### src/rtl/seg_scan_scheduler.sv
// Multiplexed 3-digit 7-segment scan scheduler: blank/show per digit slot, frame-atomic data commit.
// Optional build macro LEADING_ZERO_SUPPRESS_EN blanks leading zero digits 2 and 1.
module seg_scan_scheduler #(
  parameter int FREQUENCY    = 27_000_000,
  parameter int REFRESH_HZ   = 1000,
  parameter int BLANK_CYCLES = 2700
) (
  input  logic        clk,
  input  logic        rst,
  input  logic        load_valid,
  input  logic [11:0] load_data,
  output logic        load_ready,
  output logic [2:0]  a,
  output logic [6:0]  seg
);

  localparam int SLOT_CYCLES = FREQUENCY / REFRESH_HZ;
  localparam int SHOW_CYCLES = SLOT_CYCLES - BLANK_CYCLES;
  localparam int CW          = (SLOT_CYCLES > 1) ? $clog2(SLOT_CYCLES) : 1;
  localparam logic [CW-1:0] BLANK_LAST = CW'(BLANK_CYCLES - 1);
  localparam logic [CW-1:0] SHOW_LAST  = CW'(SHOW_CYCLES - 1);

  if (BLANK_CYCLES < 1 || BLANK_CYCLES >= SLOT_CYCLES) begin : g_cfg_err
    $error("seg_scan_scheduler: BLANK_CYCLES must satisfy 1 <= BLANK_CYCLES < SLOT_CYCLES");
  end

  typedef enum logic {BLANK, SHOW} state_e;

  state_e        state_q;
  logic [CW-1:0] cnt_q;
  logic [1:0]    idx_q;
  logic [11:0]   active_q, active_d;
  logic [11:0]   pending_q;
  logic          pfull_q;
  logic          ready_q;
  logic [2:0]    a_q;
  logic [6:0]    seg_q;

  logic          boundary, commit, accept, blank_digit;
  logic [3:0]    digit_d;
  logic [6:0]    seg_show_d;

  function automatic logic [6:0] hex7(input logic [3:0] h);
    case (h)
      4'h0: hex7 = 7'h3F;  4'h1: hex7 = 7'h06;  4'h2: hex7 = 7'h5B;  4'h3: hex7 = 7'h4F;
      4'h4: hex7 = 7'h66;  4'h5: hex7 = 7'h6D;  4'h6: hex7 = 7'h7D;  4'h7: hex7 = 7'h07;
      4'h8: hex7 = 7'h7F;  4'h9: hex7 = 7'h6F;  4'hA: hex7 = 7'h77;  4'hB: hex7 = 7'h7C;
      4'hC: hex7 = 7'h39;  4'hD: hex7 = 7'h5E;  4'hE: hex7 = 7'h79;  default: hex7 = 7'h71;
    endcase
  endfunction

  always_comb begin
    boundary = (state_q == BLANK) && (cnt_q == BLANK_LAST) && (idx_q == 2'd0);
    commit   = boundary && pfull_q;
    accept   = load_valid && ready_q;
    // Digit 0 of a fresh frame is decoded straight from the value being committed.
    active_d = commit ? pending_q : active_q;
    case (idx_q)
      2'd1:    digit_d = active_d[7:4];
      2'd2:    digit_d = active_d[11:8];
      default: digit_d = active_d[3:0];
    endcase
`ifdef LEADING_ZERO_SUPPRESS_EN
    blank_digit = ((idx_q == 2'd2) && (active_d[11:8] == 4'h0)) ||
                  ((idx_q == 2'd1) && (active_d[11:4] == 8'h00));
`else
    blank_digit = 1'b0;
`endif
    seg_show_d = blank_digit ? 7'h00 : hex7(digit_d);
  end

  always_ff @(posedge clk) begin
    if (rst) begin
      state_q   <= BLANK;
      cnt_q     <= '0;
      idx_q     <= 2'd0;
      active_q  <= '0;
      pending_q <= '0;
      pfull_q   <= 1'b0;
      ready_q   <= 1'b0;
      a_q       <= 3'b000;
      seg_q     <= 7'h00;
    end else begin
      // Ready stays low through the commit cycle and rises on the one after.
      ready_q  <= !pfull_q && !accept;
      active_q <= active_d;
      if (accept) begin
        pending_q <= load_data;
        pfull_q   <= 1'b1;
      end else if (commit) begin
        pfull_q   <= 1'b0;
      end
      case (state_q)
        BLANK: begin
          if (cnt_q == BLANK_LAST) begin
            state_q <= SHOW;
            cnt_q   <= '0;
            a_q     <= 3'b001 << idx_q;
            seg_q   <= seg_show_d;
          end else begin
            cnt_q <= cnt_q + CW'(1);
          end
        end
        default: begin
          if (cnt_q == SHOW_LAST) begin
            state_q <= BLANK;
            cnt_q   <= '0;
            a_q     <= 3'b000;
            seg_q   <= 7'h00;
            idx_q   <= (idx_q == 2'd2) ? 2'd0 : idx_q + 2'd1;
          end else begin
            cnt_q <= cnt_q + CW'(1);
          end
        end
      endcase
    end
  end

  assign load_ready = ready_q;
  assign a          = a_q;
  assign seg        = seg_q;

endmodule

### config.mk
export PLATFORM = sky130hd
export DESIGN_NAME = seg_scan_scheduler
export DESIGN_NICKNAME = d
export VERILOG_FILES = /design/src/rtl/seg_scan_scheduler.sv
export SDC_FILE = /design/constraint.sdc
export NUM_CORES = 1
export LEC_CHECK = 0
export CAP_MARGIN = 20
export CORE_UTILIZATION = 33
export DETAILED_ROUTE_END_ITERATION = 8
export PLACE_DENSITY_LB_ADDON = 0.08
export SETUP_SLACK_MARGIN = 0.5
export SKIP_CTS_REPAIR_TIMING = 1
export SLEW_MARGIN = 20
export SYNTH_ARGS = -nofsm -noshare
export SYNTH_HDL_FRONTEND = slang
export SYNTH_SLANG_ARGS = --single-unit
### constraint.sdc
create_clock -name clk -period 4 [get_ports clk]
set_clock_uncertainty 0.05 [all_clocks]
set_input_delay 0.8 -clock clk [delete_from_list [all_inputs] [get_ports clk]]
set_output_delay 0.8 -clock clk [all_outputs]
set_load 0.05 [all_outputs]
==> impl_results.md, run 1 <==
- Status: complete, no violations
- Clock share of power: 34.5%
- CP cell instances: ha_1, and4bb_2, and4_1, nand3_4, mux2i_1, o221a_2, a21oi_2, inv_1, ha_1, inv_1, a21oi_1, mux2i_1, a22o_1
- Hold path depth: 2
- Largest area contributor in the netlist: dfxtp_1
- Via Count: around 1900
- Combinational power share: under 10%
- Critical Path Slowest Stage Cell: and4_1
- Clock-pin slew on the worst setup and hold paths: approximately 0.10 ns
- Ys Warns: 0
- Hold Crit Start: seg[6]$_SDFFE_PP0P_
- Setup TNS: 0 ns
- Peak per-stage delay on the critical path: slightly above 0.4 ns
- Synth Flop Type: dfxtp_1
- FF-to-FF Start: cnt_q[0]$_SDFF_PP0_
- Worst-Margin Slew: 0.715 ns
- Crit. End Element: flop
- Max-slew violations: 0
- Die Span Y: 88.4 um
- Final core utilization: 39.8%
- Post-DRT Antenna Nets: 0
- Diodes inserted: 0
- Detailed Route Iter0 Violations: 88
- CORE AREA: approximately 7200 um2
- Setup WS pre-CTS: roughly 0.63 ns
- Vias in the first global route: ~1700
- Sequential power share: 60.3%
- Max-Cap Viols: 0
- Root Buffer: clkbuf_8
- Most common library cells after synthesis: 54 x dfxtp_1, 41 x nand2_1, 28 x nor2_1
- Via/cell ratio: 4.73
- Grt total ovfl: 0
- Worst-skew pair later-pin latency: 0.30 ns
- TritonCTS buffer count: 5
- DIE WIDTH: 88.4 um
- Initial antenna violation count: 0
- Worst-case clock buffer depth: 2
- Drt drc: 0
- Slew margin rel.: between 50% and 60%
- Post-synth net total: 298
- FF+latch count, synth: between 50 and 60
- Drt total wl: 4.90 mm
- Worst Hold Slack: 0.396 ns
- Sw Ratio: 23.1%
- Htree depth: 2
- Initial Util: 34.1%
- Critical path launch point type: flop
- LEAKAGE: 1.09 nW
- Area Overhead vs Synth: 16.6%
- Worst path arrival time: 3.36 ns
- Site Rows: 31
- Required time worst endpoint: 4.16 ns
- Crit path max fanout: 9
- Post-Syn Instances: 272
- Syn Area/Cell: 9.05 um2
- Yosys cell types: 38
- Post-DP HPWL: 3.46 mm
- Sink Count: 54
- Number of synthesized flops with an enable pin: 0
- Count leader, synth: dfxtp_1
- WP buf/inv: 2
- Crit. Startpoint: cnt_q[0]$_SDFF_PP0_
- Layout cell share with drive strength beyond 1: 7.12%
- Setup CP Type: reg2reg
- CTS tree: yes
- Fin crit share: 80.0%
- Per-cell routed wire length: about 12 um
- First-pass GRT wire length: about 8.4 mm
- Register area share after synthesis: 43.9%
- Min-delay worst type: reg2reg
- Synth area leaders: dfxtp_1 44%, nand2_1 6.3%, ha_1 5.6%
- Multi-input gate area: around 1300 um2
- P_sw: 0.213 mW
- GRT Total Usage: 13.8%
- Final setup fails: 0
- Fin crit period: around 3.2 ns
- Achievable Freq: 313 MHz
- CP Depth: 13
- Reg area: about 1100 um2
- Area of the die: 7810 um2
- Asr flop ratio synth: 0%
- Fill cells: 772
- RSZ-0062 raised after global routing: false
- P_int: 0.710 mW
- R2R depth: 13
- Ports: 26
- DRT Pass-1 Iters: 4
- Nets: 320
- Delay-heaviest family, CP: simple AND/OR/NAND/NOR gates
- PD cells: around 320 nW/um2
- Largest net degree at the start of global routing: 32
- Final hold vios: 0
- Setup WS post-layout: 0.801 ns
- Port Buffers: 25
- Area share of the largest cell type after synthesis: 43.9%
- VDD IR-drop max: approximately 0.15 mV
- Mapped cell area: between 2000 and 2500 um2
- GP Congestion: 0.774
## through the flow
step	power, mW	instances	area, um2
after floorplan	0.595	272	2460
after global placement	0.618	386	2780
after detailed placement	0.618	386	2780
after CTS	0.942	394	2870
after global routing	0.969	394	2870
final	0.923	394	2870
## layout make-up
cell class	instances	area share, %
clock buffers	7	3.01
clock inverters	1	0.174
inverters	10	1.31
multi-input cells	196	44.3
flip-flops and latches	54	37.7
well taps	99	4.32
repair buffers	27	9.24
## cells by family (layout without fill, tap and decap cells)
family / Yosys count / after routing / share of synthesized area (%)
buffers and inverters: 22 / 45 / 4.62
adder cells (fa/ha/maj): 11 / 11 / 5.59
AO/OA/AOI/OAI: 51 / 51 / 13.9
XOR/XNOR: 14 / 14 / 5.28
flip-flops: 54 / 54 / 43.9
multiplexers: 14 / 14 / 5.95
AND/OR/NAND/NOR: 106 / 106 / 20.8
## path summary, 6_finish.rpt
check                   endpoint  slack (ns)
min          seg[6]$_SDFFE_PP0P_        0.40
max reg2reg  seg[1]$_SDFFE_PP0P_        0.80
max          seg[1]$_SDFFE_PP0P_        0.80
min reg2reg  seg[6]$_SDFFE_PP0P_        0.40
## per-layer routing
metal  track usage, %  wire length [um]  vias to the layer above
li1                 -                 -                      982
met1             20.9              2710                      846
met2             19.6              1980                       31
met3             3.17               152                        5
met4             3.08                48                        0
met5                0                 0                        -
## power groups by stage
stage	clock [mW]	sequential, mW	combinational [mW]
floorplan	0	0.568	0.0268
global placement	0	0.569	0.0496
detailed placement	0	0.569	0.0494
CTS	0.336	0.556	0.0494
global route	0.357	0.558	0.0544
finish	0.318	0.556	0.0484
## tightest hold or removal path, cell delays in order, from the launching register on
cell     delay, ns
dfxtp_1       0.32
nand2_1       0.05
nand2_1       0.04
## state kept, by name, summed over array words and instances (netlist names), 2 cells and up
signal	flops
active_q	12
cnt_q	15
idx_q	2
seg	7
pending_q	12
a	3
## placed cells by master, fill, tap and decap left out, drive strengths merged, types with 5 or more instances in the layout
cell type and n:
ha 11, nand2 41, a22o 8, clkbuf 7, xor2 9, nor3 5
nand3 9, nand4 9, xnor2 5, dfxtp 54, nor2 28, mux2i 12
clkdlybuf4s50 25, a21oi 27, inv 10, o21ai 6
Note: power is estimated with default switching activity, not from simulation.
==> run 2, diff against run 1 <==
clock period = 2.8 ns   (was 4 ns; I/O delays follow)
==> run 2 against run 1 <==
  * Design area grew 11%
  * Clock power grew 44%
  * Critical path depth shrank 1
  * Wire length grew 8.5%
  * Via count grew 5.2%
  * Power grew 44%
  * Count of clock-buffer cells in the layout shrank 1
  * Critical endpoint is now seg[0]$_SDFFE_PP0P_
  * Sequential share of layout area shrank 3.7 points
  * Global-route usage grew 0.96 points
  * Fmax grew 19%
  * Cell count grew 6.1%
  * Critical path type unchanged
==> impl_results.md, run 2 (same netlist as run 1, synthesis figures left out) <==
- Post-DP Area: 2950 um2
- Grt total ovfl: 0
- Critical path launch point type: flop
- DRT Pass-1 Iters: 4
- Worst Hold Slack: 0.400 ns
- Diodes inserted: 0
- Drt drc: 0
- Critical Path Slowest Stage Cell: or3b_4
- Slew margin rel.: between 50% and 60%
- PD cells: 415 nW/um2
- Initial antenna violation count: 0
- Reg with most FFs: cnt_q
- Post-DP HPWL: about 3.8 mm
- Delay-heaviest family, CP: simple AND/OR/NAND/NOR gates
- Setup CP Type: reg2reg
- Max-slew violations: 0
- DIE WIDTH: about 88 um
- Worst-Margin Slew: 0.742 ns
- VDD IR-drop max: 0.242 mV
- Max reg flops: 15
- GRT Total Usage: 14.7%
- LEAKAGE: about 1.2 nW
- Most common cell after layout, fill and taps aside: dfxtp_1
- Drt total wl: 5.31 mm
- Peak per-stage delay on the critical path: 0.39 ns
- CTS tree: yes
- Max-Cap Viols: 0
- Final core utilization: between 40% and 50%
- CP cell instances: ha_4, and4bb_2, and4_4, nand3_4, mux2i_2, o221a_2, a21oi_4, buf_6, ha_2, or3b_4, o221ai_2, a22o_1
- Fin crit period: 2.68 ns
- Area Overhead vs Synth: 29.8%
- Area of the die: 7810 um2
- Post-DRT Antenna Nets: 0
- CORE AREA: 7210 um2
- Achievable Freq: 373 MHz
- Port Buffers: 25
- Largest regs: cnt_q (15), active_q (12), pending_q (12)
- Ports: 26
- Required time worst endpoint: around 3.0 ns
- Worst path arrival time: 2.89 ns
- Die Span Y: roughly 88 um
- Min-delay worst type: reg2reg
- Fin crit share: 95.8%
- Largest net degree at the start of global routing: 20
- Status: complete, no violations
- Final hold vios: 0
- Via/cell ratio: 4.69
- Nets: 344
- Detailed Route Iter0 Violations: 43
- Crit. End Element: flop
- Sink Count: 54
- Layout cell share with drive strength beyond 1: 20.1%
- Most frequent cells in the layout: 52 x dfxtp_1, 41 x nand2_1, 28 x nor2_1
- Fin area: 3200 um2
- Final setup fails: 0
- Htree depth: 2
- Initial Util: 34.1%
- Clock-pin slew on the worst setup and hold paths: 0.10 ns
- Via Count: 1961
- WP buf/inv: 1
- RSZ-0062 raised after global routing: true
- GP Congestion: 0.754
- First-pass GRT wire length: around 9 mm
- TritonCTS buffer count: 5
- Site Rows: 31
- Per-cell routed wire length: 12.7 um
- Root Buffer: clkbuf_8
- Crit path max fanout: 6
- Vias in the first global route: 1843
- Worst-case clock buffer depth: 2
- Worst-skew pair later-pin latency: 0.31 ns
## run 2: layout make-up
class / instances / area [um2]
Tap cell: 99 / 124
Fill cell: 754 / 4020
Timing Repair Buffer: 51 / 474
Sequential cell: 54 / 1090
Clock inverter: 2 / 12.5
Inverter: 10 / 37.5
Multi-Input combinational cell: 196 / 1380
Clock buffer: 6 / 82.6
## run 2: path summary, 6_finish.rpt
check / from / endpoint / slack, ns / cells past startpoint
hold / removal: seg[5]$_SDFFE_PP0P_ / seg[5]$_SDFFE_PP0P_ / 0.40 / 2
setup / recovery: cnt_q[0]$_SDFF_PP0_ / seg[0]$_SDFFE_PP0P_ / 0.12 / 12
hold reg to reg: seg[5]$_SDFFE_PP0P_ / seg[5]$_SDFFE_PP0P_ / 0.40 / 2
setup reg to reg: cnt_q[0]$_SDFF_PP0_ / seg[0]$_SDFFE_PP0P_ / 0.12 / 12
## run 2: per-stage QoR
step	worst slack, ns	setup TNS (ns)	std cells	power (mW)
5_1_grt	-0.0207	-0.0435	418	1.39
4_1_cts	-0.0184	-0.0184	406	1.35
2_1_floorplan	0.153	0	272	0.852
6_report	0.116	0	418	1.33
3_5_place_dp	0.00963	0	398	0.886
3_3_place_gp	0.0796	0	398	0.886
## run 2: report_power, final
part	internal (mW)	total, mW	switching, mW	leakage [nW]
logic	0.0347	0.0728	0.0381	0.728
registers	0.782	0.796	0.0139	0.438
clock network	0.199	0.457	0.258	0.0472
total	1.02	1.33	0.310	1.21
## run 2: worst register-to-register path, delay by kind of cell, from the launching register on
kind,cells,cell delay [ns]
and+or+nand+nor,4,1.00
AOI/OAI and AO/OA,4,0.49
DFF,1,0.38
adders and majority gates,2,0.33
muxes,1,0.23
buffers and inverters,1,0.14
## run 2: routing by layer
layer  vias to the layer above  GRT usage (%)  wire (um)
met4                         0           5.57         85
met5                         -              0          0
met3                         7           3.17        155
met1                       898           21.1       2840
li1                       1027              -          -
met2                        29           21.5       2230
==> run 3, diff against run 2 <==
REMOVE_ABC_BUFFERS = 1   (was unset)
==> run 3 against run 2 <==
  * Non-clock buffer count is 13 higher
  * Fmax is 1.5% lower
  * Clock power is 4.4% lower
  * Utilization is 1.4 points higher
  * Cell count is 3.1% higher
  * Hold slack worse by 0.0012 ns
  * Power is 0.77% lower
  * Setup slack worse by 0.042 ns
  * Via count is 2.1% higher
==> impl_results.md, run 3 (same netlist as run 1, synthesis figures left out) <==
- Status: complete, no violations
- Hold path depth: 2
- CP cell instances: ha_4, and4bb_2, and4_4, nand3_4, buf_6, mux2i_1, a21oi_4, buf_6, ha_2, or3b_2, o221ai_1, a22o_1
- Min-delay worst type: reg2reg
- Clock-pin slew on the worst setup and hold paths: roughly 0.090 ns
- Worst-skew pair later-pin latency: 0.30 ns
- Port Buffers: 25
- Post-DP HPWL: 3.85 mm
- Max reg flops: 15
- Nets: 357
- Grt total ovfl: 0
- Largest regs: cnt_q (15), active_q (12), pending_q (12)
- Critical Path Slowest Stage Cell: or3b_2
- Slew margin rel.: 54.1%
- Detailed Route Iter0 Violations: 50
- GP Congestion: 0.784
- First-pass GRT wire length: 8.78 mm
- Hold Crit Start: seg[5]$_SDFFE_PP0P_
- Area Overhead vs Synth: 33.8%
- Required time worst endpoint: 3.00 ns
- Peak per-stage delay on the critical path: 0.45 ns
- Root Buffer: clkbuf_8
- Achievable Freq: 367 MHz
- VDD IR-drop max: 0.203 mV
- Crit path max fanout: 5
- DRT Pass-1 Iters: 4
- Worst path arrival time: ~2.9 ns
- Worst-case clock buffer depth: 2
- Fill cells: 723
- Post-DRT Antenna Nets: 0
- Final setup fails: 0
- Hold endpoint: seg[5]$_SDFFE_PP0P_
- Setup TNS: 0 ns
- Die Span Y: 88.4 um
- Initial Util: between 30% and 40%
- Area of the die: 7810 um2
- Cells after DPL: 415
- Max-slew violations: 0
- Worst-Margin Slew: 0.686 ns
- FF-to-FF Start: cnt_q[1]$_SDFF_PP0_
- Via Count: 2003
- CTS tree: yes
- Reg2reg end: seg[0]$_SDFFE_PP0P_
- Vias in the first global route: about 1800
- Htree depth: 2
- DIE WIDTH: 88.4 um
- Max-Cap Viols: 0
- Ports: 26
- Critical path launch point type: flop
- Site Rows: 31
- Final non-filler cell total: 431
- GRT Total Usage: 14.5%
- Most frequent cells in the layout: 52 x dfxtp_1, 41 x nand2_1, 33 x buf_4
- RSZ-0062 raised after global routing: true
- Via/cell ratio: 4.65
- Sink Count: 54
- R2R depth: 12
- Diodes inserted: 0
- Drt total wl: between 5 and 6 mm
- WP buf/inv: 2
- Drt drc: 0
- Layout cell share with drive strength beyond 1: between 20% and 30%
- Fin crit share: between 90% and 100%
- Setup CP Type: reg2reg
- Final core utilization: 45.7%
- LEAKAGE: 1.29 nW
- Per-cell routed wire length: 12.3 um
- Crit. End Element: flop
- Largest net degree at the start of global routing: 28
- Fin crit period: 2.73 ns
- Initial antenna violation count: 0
- Delay-heaviest family, CP: simple AND/OR/NAND/NOR gates
- Final hold vios: 0
- Most common cell after layout, fill and taps aside: dfxtp_1
- PD cells: 399 nW/um2
- CORE AREA: 7210 um2
- TritonCTS buffer count: 5
- Reg with most FFs: cnt_q
- Most frequent cell on the critical path: buf_6
- Setup slack, reg-to-reg: 0.07 ns
run 3: worst max-delay path by stage:
stage / from / to / depth (start not counted)
final: cnt_q[1]$_SDFF_PP0_ / seg[0]$_SDFFE_PP0P_ / 12
after global routing: cnt_q[1]$_SDFF_PP0_ / seg[1]$_SDFFE_PP0P_ / 14
after CTS: cnt_q[0]$_SDFF_PP0_ / seg[0]$_SDFFE_PP0P_ / 12
after detailed placement: cnt_q[0]$_SDFF_PP0_ / seg[0]$_SDFFE_PP0P_ / 12
after global placement: cnt_q[1]$_SDFF_PP0_ / seg[0]$_SDFFE_PP0P_ / 12
after floorplan: cnt_q[0]$_SDFF_PP0_ / seg[0]$_SDFFE_PP0P_ / 11
run 3: tightest hold or removal path, delay by kind of cell, from the launching register on:
| kind | cells | cell delay, ns |
|---|---|---|
| DFF | 1 | 0.32 |
| and+or+nand+nor | 2 | 0.09 |
run 3: final cells by class:
type	count	area [um2]	share of cell area, %
clock inverter	1	5.00	0.152
clock buffer	7	86.3	2.62
sequential	54	1080	32.9
inverter	10	37.5	1.14
multi-input combinational	196	1370	41.6
tap	99	124	3.76
timing repair buffer	64	588	17.9
run 3: per-stage QoR:
stage / setup WS (ns) / area, um2 / power (mW) / hold WS, ns
2_1_floorplan: -0.238 / 2390 / 0.841 / 0.380
5_1_grt: -0.0156 / 3290 / 1.38 / 0.427
3_5_place_dp: -0.0805 / 3010 / 0.892 / 0.382
6_report: 0.0742 / 3290 / 1.32 / 0.398
4_1_cts: -0.0873 / 3100 / 1.33 / 0.396
3_3_place_gp: -0.0245 / 3010 / 0.892 / 0.379
run 3: metal layers:
metal / global-route usage, % / part of all wire (%) / vias up
met5: 0 / 0 / -
met4: 3.96 / 0.81 / 0
met3: 2.80 / 3.1 / 4
met2: 21.9 / 46 / 38
met1: 21.0 / 51 / 904
li1: - / - / 1057
run 3: power breakdown:
part	switching, mW	internal [mW]
Clock	0.237	0.200
Sequential	0.0109	0.782
Combinational	0.0440	0.0413
